===== config.mk =====
export PLATFORM = sky130hd
export DESIGN_NAME = serial_add_ctrl
export DESIGN_NICKNAME = d
export VERILOG_FILES = /design/src/rtl/serial_add_ctrl.sv
export SDC_FILE = /design/constraint.sdc
export NUM_CORES = 1
export LEC_CHECK = 0
export CAP_MARGIN = 20
export CORE_MARGIN = 2
export CORE_UTILIZATION = 49
export CTS_BUF_LIST = sky130_fd_sc_hd__clkbuf_16
export CTS_CLUSTER_DIAMETER = 50
export CTS_CLUSTER_SIZE = 8
export DETAILED_ROUTE_END_ITERATION = 10
export PLACE_DENSITY = 0.84
export SLEW_MARGIN = 5
export SYNTH_ARGS = -nofsm -noshare
export SYNTH_HDL_FRONTEND = slang
export SYNTH_SLANG_ARGS = --single-unit
export TNS_END_PERCENT = 50

===== constraint.sdc =====
create_clock -name clk -period 2.5 [get_ports clk]
set_clock_uncertainty 0.1 [all_clocks]
set_input_delay 0.25 -clock clk [delete_from_list [all_inputs] [get_ports clk]]
set_output_delay 0.25 -clock clk [all_outputs]
set_load 0.02 [all_outputs]

===== src/rtl/serial_add_ctrl.sv =====
// Bit-serial adder with a valid/ready front end: operands are captured, added LSB
// first over DATA_WIDTH cycles, and the result is held until the consumer takes it.
module serial_add_ctrl #(
   parameter int DATA_WIDTH = 4
) (
   input  logic                  clk,
   input  logic                  rst_n,
   input  logic                  in_valid,
   output logic                  in_ready,
   input  logic [DATA_WIDTH-1:0] A,
   input  logic [DATA_WIDTH-1:0] B,
   output logic                  out_valid,
   input  logic                  out_ready,
   output logic [DATA_WIDTH-1:0] Sum,
   output logic                  Carry,
   output logic                  busy,
   output logic [1:0]            dbg_state
);

   // Handshake: a transfer happens on a rising edge where valid and ready are both 1;
   // valid never waits on ready, and ready is a pure function of the FSM state.
   localparam int CW = (DATA_WIDTH > 1) ? $clog2(DATA_WIDTH) : 1;

   typedef enum logic [1:0] {
      IDLE = 2'd0,
      ADD  = 2'd1,
      HOLD = 2'd2
   } state_t;

   state_t                state, state_nxt;
   logic [DATA_WIDTH-1:0] a_sr, b_sr, res_sr, res_nxt;
   logic [CW-1:0]         cnt;
   logic                  c_reg;
   logic                  h, g, s_bit, c_nxt;
   logic                  last_bit;
   logic                  in_xfer;

   // Two cascaded half adders form the full-adder bit slice.
   always_comb begin
      h       = a_sr[0] ^ b_sr[0];
      g       = a_sr[0] & b_sr[0];
      s_bit   = h ^ c_reg;
      c_nxt   = g | (h & c_reg);
      res_nxt = res_sr >> 1;
      res_nxt[DATA_WIDTH-1] = s_bit;
   end

   assign last_bit  = (cnt == CW'(DATA_WIDTH - 1));
   assign in_xfer   = in_valid & in_ready;
   assign dbg_state = state;

   always_ff @(posedge clk or negedge rst_n) begin
      if (!rst_n) state <= IDLE;
      else        state <= state_nxt;
   end

   always_comb begin
      state_nxt = state;
      in_ready  = 1'b0;
      out_valid = 1'b0;
      busy      = 1'b0;
      case (state)
         IDLE: begin
            in_ready = 1'b1;
            if (in_valid) state_nxt = ADD;
         end
         ADD: begin
            busy = 1'b1;
            if (last_bit) state_nxt = HOLD;
         end
         HOLD: begin
            busy      = 1'b1;
            out_valid = 1'b1;
            if (out_ready) state_nxt = IDLE;
         end
         default: state_nxt = IDLE;
      endcase
   end

   always_ff @(posedge clk or negedge rst_n) begin
      if (!rst_n) begin
         a_sr   <= '0;
         b_sr   <= '0;
         res_sr <= '0;
         cnt    <= '0;
         c_reg  <= 1'b0;
         Sum    <= '0;
         Carry  <= 1'b0;
      end else if (in_xfer) begin
         a_sr   <= A;
         b_sr   <= B;
         res_sr <= '0;
         cnt    <= '0;
         c_reg  <= 1'b0;
      end else if (state == ADD) begin
         a_sr   <= a_sr >> 1;
         b_sr   <= b_sr >> 1;
         res_sr <= res_nxt;
         c_reg  <= c_nxt;
         // Sum/Carry update only once the whole word is done, so they stay stable meanwhile.
         if (last_bit) begin
            Sum   <= res_nxt;
            Carry <= c_nxt;
         end else begin
            cnt <= cnt + CW'(1);
         end
      end
   end

endmodule


Word level (Yosys, flattened, before mapping)
Index checks and enable logic that the tools add are counted.
{ "op_classes": {"bitwise": 7, "eq_ne": 7, "n_reduce_logical": 6, "n_mux": 18, "n_addsub": 1} }
{ "ops": {"columns": ["cell", "n"], "rows": [
  ["4-bit two-way mux", 6],
  ["2-bit two-way mux", 6],
  ["2-bit != test, second input constant", 3],
  ["2-bit one-hot mux with 3 select lines", 1],
  ["3-bit AND reduction", 2],
  ["1-bit two-way mux", 5],
  ["2-bit == test, second input constant", 2],
  ["1-bit AND", 3],
  ["2-bit by 1-bit adder with 2-bit output, second input constant", 1],
  ["2-bit by 1-bit == test with 1-bit output, second input constant", 1],
  ["2-bit zero test", 1],
  ["2-bit by 1-bit != test with 1-bit output, second input constant", 1],
  ["2-bit AND reduction", 1],
  ["2-bit nonzero test", 1],
  ["2-bit OR reduction", 1],
  ["1-bit bitwise XOR", 2],
  ["1-bit inverter", 1],
  ["1-bit OR", 1]
]} }
{ "word_totals": {"output_inout_bits": 10, "regBits": 22} }

Depth between registers and ports, before layout
Gate-level depths: netlist (run 1).
{ "depth": {"ltp_word": 5, "ltp_mapped": 6, "depth_no_buf": 5} }

Worst setup path after synthesis (run 1)
OpenSTA, ideal clock, no wires.
{ "synth_path": {"path_type": "register to register", "from": "reg state[0] (netlist: dbg_state[0])", "to": "reg Carry", "n_path_buf": 0, "stages_incl_launch_ff": 6, "period_less_slack_ns": 1.779, "setup_slack_ns": 0.721, "t_arrival_ns": 1.554, "t_required_ns": 2.275, "cell_sequence": "dfrtp_1 -> inv_1 -> ha_1 -> and2_4 -> nor2_8 -> mux2_4"} }
{ "synth_between": {"elab_chain_len": 5, "word_cells_on_any_way": 6} }
{ "synth_rtl": {"columns": ["item", "line_no", "rtl"], "rows": [
  ["start: declaration", "30", "state_t state, state_nxt;"],
  ["start signal: assignment", "54", "else state <= state_nxt;"],
  ["2-bit zero test", "62", "case (state)"],
  ["1-bit two-way mux", "62", null],
  ["net in_ready", "9", "output logic in_ready,"],
  ["1-bit AND", "49", "assign in_xfer = in_valid & in_ready;"],
  ["1-bit inverter (no source line)", null, null],
  ["3-bit AND reduction (no source line)", null, null],
  ["end signal: assignment", "103", "Carry <= c_nxt;"],
  ["end: declaration", "15", "output logic Carry,"]
]} }
The timed path passes the listed nets, and every way through them passes these cells.
A chain may end at the register's enable or synchronous reset.

Worst setup path after layout (run 1)
{ "layout_path": {"from": "reg state[0] (netlist: dbg_state[0])", "to": "out busy"} }
{ "layout_between": {"elab_chain_len": 3, "word_cells_on_any_way": 4} }
{ "layout_rtl": {"columns": ["item", "line_no", "rtl"], "rows": [
  ["2-bit by 1-bit == test with 1-bit output / 2-bit == test (equally long branches)", "62", null],
  ["2-bit OR reduction (no source line) (*)", null, null],
  ["1-bit two-way mux (*)", "62", null],
  ["end: declaration", "16", "output logic busy,"]
]} }
Mark *: on every way between the ends. The rest lies on a longest branch, timed or not.

==> results of run 1 <==
==> power by group through the flow <==
stage,clock network (mW),logic (mW),registers (mW)
global route,0.351,0.926,0.601
global placement,0,0.824,0.584
floorplan,0,0.583,0.624
finish,0.331,0.852,0.586
CTS,0.338,0.860,0.587
detailed placement,0,0.861,0.593
==> worst max path at each step <==
stage,from,endpoint,slack (ps),cells after the start
after CTS,dbg_state[0]$_DFFE_PN0P_,busy,540,3
after floorplan,dbg_state[0]$_DFFE_PN0P_,Carry$_DFFE_PN0P_,720,5
final,dbg_state[0]$_DFFE_PN0P_,busy,540,3
after detailed placement,dbg_state[0]$_DFFE_PN0P_,busy,810,3
after global placement,dbg_state[0]$_DFFE_PN0P_,busy,810,3
after global routing,dbg_state[1]$_DFFE_PN0P_,busy,490,3
==> worst max-delay path: cells and delay by family, from the launching register on <==
| family | cells | cell delay, ps |
|---|---|---|
| fa+ha+maj | 1 | 280 |
| flops | 1 | 390 |
| buf+inv | 2 | 690 |
==> cell families (layout without fill, tap and decap cells) <==
| logic type | count (synthesis) | in the layout |
|---|---|---|
| muxes | 18 | 18 |
| and+or+nand+nor | 21 | 21 |
| adders and majority gates | 6 | 6 |
| AOI/OAI and AO/OA | 10 | 10 |
| DFF | 21 | 21 |
| buffers and inverters | 8 | 31 |
==> synth_stat cells, drive strengths merged <==
| cell type | number | area share, % |
|---|---|---|
| a21oi | 1 | 0.48 |
| mux2 | 7 | 10 |
| and2 | 1 | 0.83 |
| fa | 1 | 1.9 |
| mux2i | 11 | 10 |
| o21ai | 8 | 3.8 |
| dfrtp | 21 | 50 |
| nand2 | 10 | 3.8 |
| ha | 5 | 6.0 |
| nand2b | 3 | 2.5 |
| nor2 | 6 | 3.7 |
| buf | 4 | 3.1 |
| o221ai | 1 | 1.4 |
| inv | 4 | 1.4 |
| or2 | 1 | 0.60 |
==> routing by layer <==
metal | share of wire (%) | vias up
li1 | - | 325
met1 | 47 | 306
met2 | 49 | 13
met5 | 0 | -
met4 | 0.84 | 0
met3 | 3.3 | 2
==> area by class of cell <==
| type | count | area [µm²] | share of cell area (%) |
|---|---|---|---|
| Clock buffer | 3 | 75.1 | 5.53 |
| Tap cell | 27 | 33.8 | 2.49 |
| Multi-Input combinational cell | 55 | 478 | 35.2 |
| Clock inverter | 1 | 5.00 | 0.369 |
| Inverter | 4 | 15.0 | 1.11 |
| Timing Repair Buffer | 23 | 225 | 16.6 |
| Sequential cell | 21 | 526 | 38.7 |
==> through the flow <==
step                worst slack (ps)  utilization [%]  cell area, µm²  power, mW  hold WS [ps]
finish                           544             67.8            1360       1.77           239
global route                     488             67.8            1360       1.88           273
CTS                              536             67.8            1360       1.78           248
detailed placement               809             63.8            1280       1.45           393
global placement                 808             63.8            1280       1.41           396
floorplan                        721                -            1050       1.21          -146
==> metrics.md, run 1 <==
| Metric | Value |
|---|---|
| FMAX | `511 MHz` |
| Final WL | `about 1700 µm` |
| Final Non-Filler Cells | `between 100 and 150` |
| Mapped Nets | `around 100` |
| GRT overflow | `0` |
| CTS tree | `built` |
| Post-synthesis cell type count | `19` |
| Share of layout cells above drive strength 1 | `between 10% and 20%` |
| CP max FO | `4` |
| Slowest stage delay, CP | `590 ps` |
| Switching fraction of total power | `35.4%` |
| Fill count | `155` |
| Avg Inst Size Synth | `~13 µm²` |
| Largest net degree at the start of global routing | `24` |
| Die X | `about 50 µm` |
| Largest regs | `Sum (4), a_sr (4), b_sr (4)` |
| Clock power share | `about a fifth` |
| Post CTS Setup Buffer Count | `0` |
| Reg2reg setup slack | `between 800 and 900 ps` |
| # diodes | `0` |
| RSZ-0062 raised after global routing | `false` |
| Drt pass-1 iters | `4` |
| Latest clock arrival within the worst-skew pair | `250 ps` |
| Routing usage on met1 | `between 10% and 20%` |
| Cts repair resizes | `0` |
| Post-synthesis adder-cell area fraction | `7.86%` |
| Crit-path cells | `inv_1 > ha_1 > clkdlybuf4s50_1` |
| Outcome | `finished, final reports clean` |
| Placed cells | `130` |
| FF-to-FF End | `Sum[1]$_DFFE_PN0P_` |
| Internal cell power | `1.14 mW` |
| H-tree depth reported by CTS | `1` |
| Hold Violations, Final | `0` |
| Tcrit/Tclk final | `78.2%` |
| Vias/cell | `just under 5` |
| GP Congestion | `0.749` |
| Largest family of logic cells by synthesized area | `multiplexers` |
| Post-CTS Hold Buffers | `0` |
| Clock Tree Root | `clkbuf_16` |
| Hold Path Class | `in -> async` |
| Maximum vdd ir drop | `roughly 0.85 mV` |
| GR Util met3 | `about 3.3%` |
| Worst path required time | `around 2200 ps` |
| Psw | `roughly 0.63 mW` |
| Post-route ant nets | `0` |
| Flop pwr share | `between 30% and 40%` |
| Number of CTS-inserted buffers | `3` |
| First-pass GRT wire length | `2820 µm` |
| R2r startpoint | `dbg_state[0]$_DFFE_PN0P_` |
| Setup Crit Path Kind | `reg -> out` |
| Sequential share of the synthesized area | `roughly half` |
| Post-synthesis cell count | `84` |
| Final nets | `approximately 130` |
| Placement row count | `16` |
| Final setup TNS | `0 ps` |
| Die Ht | `50.3 µm` |
| Mux cell area share after synthesis | `about a fifth` |
| Slowest CP cell | `clkdlybuf4s50_1` |
| DRC violations left | `0` |
| Via count | `between 600 and 700` |
| Core area | `between 2000 and 2500 µm²` |
| Port-buffer cells | `21` |
| Max Slew Vio Count | `0` |
| Power density over cell area | `between 1000 and 1500 nW/µm²` |
| Initial Util | `between 50% and 60%` |
| Combinational share of power | `roughly half` |
| Detailed Route Iter0 Violations | `9` |
| CTS max path bufs | `2` |
| Setup crit end kind | `output port` |
| GR Util met2 | `25.0%` |
| Synth warnings | `0` |
| CP startpoint kind | `flop` |
| Worst Tran Pin Value | `~260 ps` |
| DR WL/cell | `roughly 12 µm` |
| Worst r2r path cells | `5` |
| Static Leak | `between 0.6 and 0.7 nW` |
| Crit path time final | `just under 2000 ps` |
| Worst-path clk slew | `about 60 ps` |
| Finish-stage setup viols | `0` |
| CP arrival | `between 1500 and 2000 ps` |
| #FFs+latches synth | `21` |
| Initial antenna violation count | `0` |
| Vias in the first global route | `670` |
| Sink Count | `21` |
| Worst slew margin | `between 80% and 90%` |
| Simple-gate share of the synthesized area | `a little under an eighth` |
| Die ar. | `~2500 µm²` |
| Boundary Pins | `22` |
| Dpl hpwl | `1260 µm` |
| Synth Area in Compound Gates | `~5.7%` |
| # Max-Cap Violations | `0` |
| Highest-count cells in the layout ignoring fill and taps | `dfrtp_1, clkdlybuf4s50_1, mux2i_1, nand2_1, o21ai_1` |
| GR peak layer | `met2` |
| Gr usage total | `between 10 and 15%` |
| Netlist Area Pre-Place | `1050 µm²` |
| Synth Area in XOR/XNOR | `0%` |
| Syn-to-layout area delta | `29.2%` |
Note: power is estimated with default switching activity, not from simulation.
==> run 2: changes to the inputs <==
==> constraint.sdc (replaced) <==
create_clock -name clk -period 2 [get_ports clk]
set_clock_uncertainty 0.1 [all_clocks]
set_input_delay 0.2 -clock clk [delete_from_list [all_inputs] [get_ports clk]]
set_output_delay 0.2 -clock clk [all_outputs]
set_load 0.02 [all_outputs]
==> run 2 against run 1 <==
Net effect:
- die area unchanged
- cell area increased by 0.46%
- highest routed layer unchanged
- sequential share of layout area decreased by 0.18 points
==> metrics.md, run 2 (synthesis results as in run 1) <==
| Metric | Value |
|---|---|
| Drt pass-1 iters | `3 (was 4)` |
| Fill count | `157 (was 155)` |
| GRT overflow | `0 (unchanged)` |
| Sink Count | `21 (unchanged)` |
| Gr usage total | `17.7% (was 14.7%)` |
| Syn-to-layout area delta | `29.8% (was 29.2%)` |
| Clock Tree Root | `clkbuf_16 (unchanged)` |
| Highest-count cells in the layout ignoring fill and taps | `dfrtp_1, clkdlybuf4s50_1, mux2i_1, nand2_1, o21ai_1 (unchanged)` |
| Final nets | `127 (was 126)` |
| Cts repair resizes | `0 (unchanged)` |
| R2r startpoint | `dbg_state[1]$_DFFE_PN0P_ (was dbg_state[0]$_DFFE_PN0P_)` |
| Placed cell area | `1280 µm² (about the same)` |
| Post CTS Setup Buffer Count | `0 (unchanged)` |
| # diodes | `0 (unchanged)` |
| CTS tree | `built (unchanged)` |
| Worst Tran Pin Value | `267 ps (was 262 ps)` |
| Share of layout cells above drive strength 1 | `16.7% (was 16.8%)` |
| H-tree depth reported by CTS | `1 (unchanged)` |
| Number of CTS-inserted buffers | `3 (unchanged)` |
| Boundary Pins | `22 (unchanged)` |
| Largest net degree at the start of global routing | `23 (was 24)` |
| Post-route ant nets | `0 (unchanged)` |
| Worst-path clk slew | `50 ps (was 60 ps)` |
| CP startpoint kind | `flop (unchanged)` |
| Core area | `2000 µm² (unchanged)` |
| Final setup TNS | `0 ps (unchanged)` |
| # Max-Cap Violations | `0 (unchanged)` |
| CP arrival | `1610 ps (about the same)` |
| Register area | `526 µm² (unchanged)` |
| Outcome | `finished, final reports clean (unchanged)` |
| DRC violations left | `0 (unchanged)` |
| Initial antenna violation count | `0 (unchanged)` |
| Latest clock arrival within the worst-skew pair | `250 ps (about the same)` |
| Worst path required time | `1700 ps (was 2150 ps)` |
| Final Total Pwr | `2.21 mW (was 1.77 mW)` |
| Vias/cell | `4.88 (was 4.82)` |
| Via count | `659 (was 646)` |
| GP Congestion | `0.807 (was 0.749)` |
| Setup Crit Path Kind | `reg -> out (unchanged)` |
| Placed cells | `131 (was 130)` |
| CP max FO | `4 (unchanged)` |
| Worst hold slack | `194 ps (was 239 ps)` |
| Worst slew margin | `82.2% (was 82.6%)` |
| Die ar. | `2530 µm² (unchanged)` |
| Multi-input gate area | `478 µm² (unchanged)` |
| Static Leak | `0.633 nW (was 0.626 nW)` |
| Maximum vdd ir drop | `0.989 mV (was 0.845 mV)` |
| First-pass GRT wire length | `3300 µm (was 2820 µm)` |
| Die Ht | `50.3 µm (unchanged)` |
| Hold Violations, Final | `0 (unchanged)` |
| CP startpoint | `dbg_state[0]$_DFFE_PN0P_ (unchanged)` |
| Detailed Route Iter0 Violations | `3 (was 9)` |
| Dpl hpwl | `1340 µm (was 1260 µm)` |
| Crit path time final | `between 1500 and 2000 ps` |
| Finish-stage setup viols | `0 (unchanged)` |
| FMAX | `~520 MHz` |
| Placement row count | `16 (unchanged)` |
| Max Slew Vio Count | `0 (unchanged)` |
| Final WL | `1800 µm (was 1660 µm)` |
| Die X | `50.3 µm (unchanged)` |
| Tcrit/Tclk final | `between 90% and 100%` |
| Vias in the first global route | `709 (was 670)` |
| Power density over cell area | `1620 nW/µm² (was 1300 nW/µm²)` |
| Initial Util | `52.5% (unchanged)` |
| RSZ-0062 raised after global routing | `false (unchanged)` |
| Final Non-Filler Cells | `135 (was 134)` |
| Port-buffer cells | `21 (unchanged)` |
| Largest regs | `Sum (4), a_sr (4), b_sr (4) (unchanged)` |
| Setup crit end kind | `output port (unchanged)` |
| Hold Path Class | `in -> async (unchanged)` |
| Post-CTS Hold Buffers | `0 (unchanged)` |
| DR WL/cell | `13.3 µm (was 12.4 µm)` |
| Final Instance Area | `1360 µm² (about the same)` |
| CTS max path bufs | `2 (unchanged)` |
run 2: changes by cell type in the layout (fill, tap and decap cells not counted), sizes merged:
cell    previous run  this run
buf                2         3
clkinv             1         0
inv                4         5
run 2: report_power, final:
part | total [mW] | internal, mW | switching, mW
Combinational | 1.07 | 0.555 | 0.519
Sequential | 0.733 | 0.611 | 0.122
Clock | 0.404 | 0.266 | 0.139
Total | 2.21 | 1.43 | 0.779
run 2: worst paths after layout:
check / end / slack (ps) / cells after the start
min in group clk: b_sr[3]$_DFFE_PN0P_ / 390 / 3
max in group asynchronous: cnt[0]$_DFFE_PN0P_ / 1390 / 2
worst max register to register: Sum[3]$_DFFE_PN0P_ / 370 / 5
worst min register to register: Sum[1]$_DFFE_PN0P_ / 410 / 1
worst min-delay path: res_sr[3]$_DFFE_PN0P_ / 190 / 2
worst max-delay path: busy / 90 / 3
run 2: worst max-delay path, cell delays in order, from the launching register on:
cell and delay [ps]:
dfrtp_1 400, inv_1 90, ha_1 280, clkdlybuf4s50_1 590
run 2: per-stage QoR:
step | setup slack (ps) | utilization, %
after floorplan | 221 | -
after global placement | 394 | 64.2
after detailed placement | 347 | 64.2
after CTS | 76.5 | 68.1
after global routing | 25.5 | 68.1
final | 89.6 | 68.1
run 2: area by class of cell:
cell class | count | area share, %
well taps | 27 | 2.48
repair buffers | 24 | 17.1
multi-input cells | 55 | 35.0
clock inverters | 1 | 0.275
clock buffers | 3 | 5.50
inverters | 4 | 1.10
flip-flops and latches | 21 | 38.5
run 2: layer usage:
layer / part of all wire [%] / track usage [%] / vias to the layer above
met3: 2.8 / 2.68 / 4
met4: 2.4 / 9.46 / 0
li1: - / - / 327
met1: 42 / 21.3 / 317
met2: 53 / 30.3 / 11
met5: 0 / 0 / -
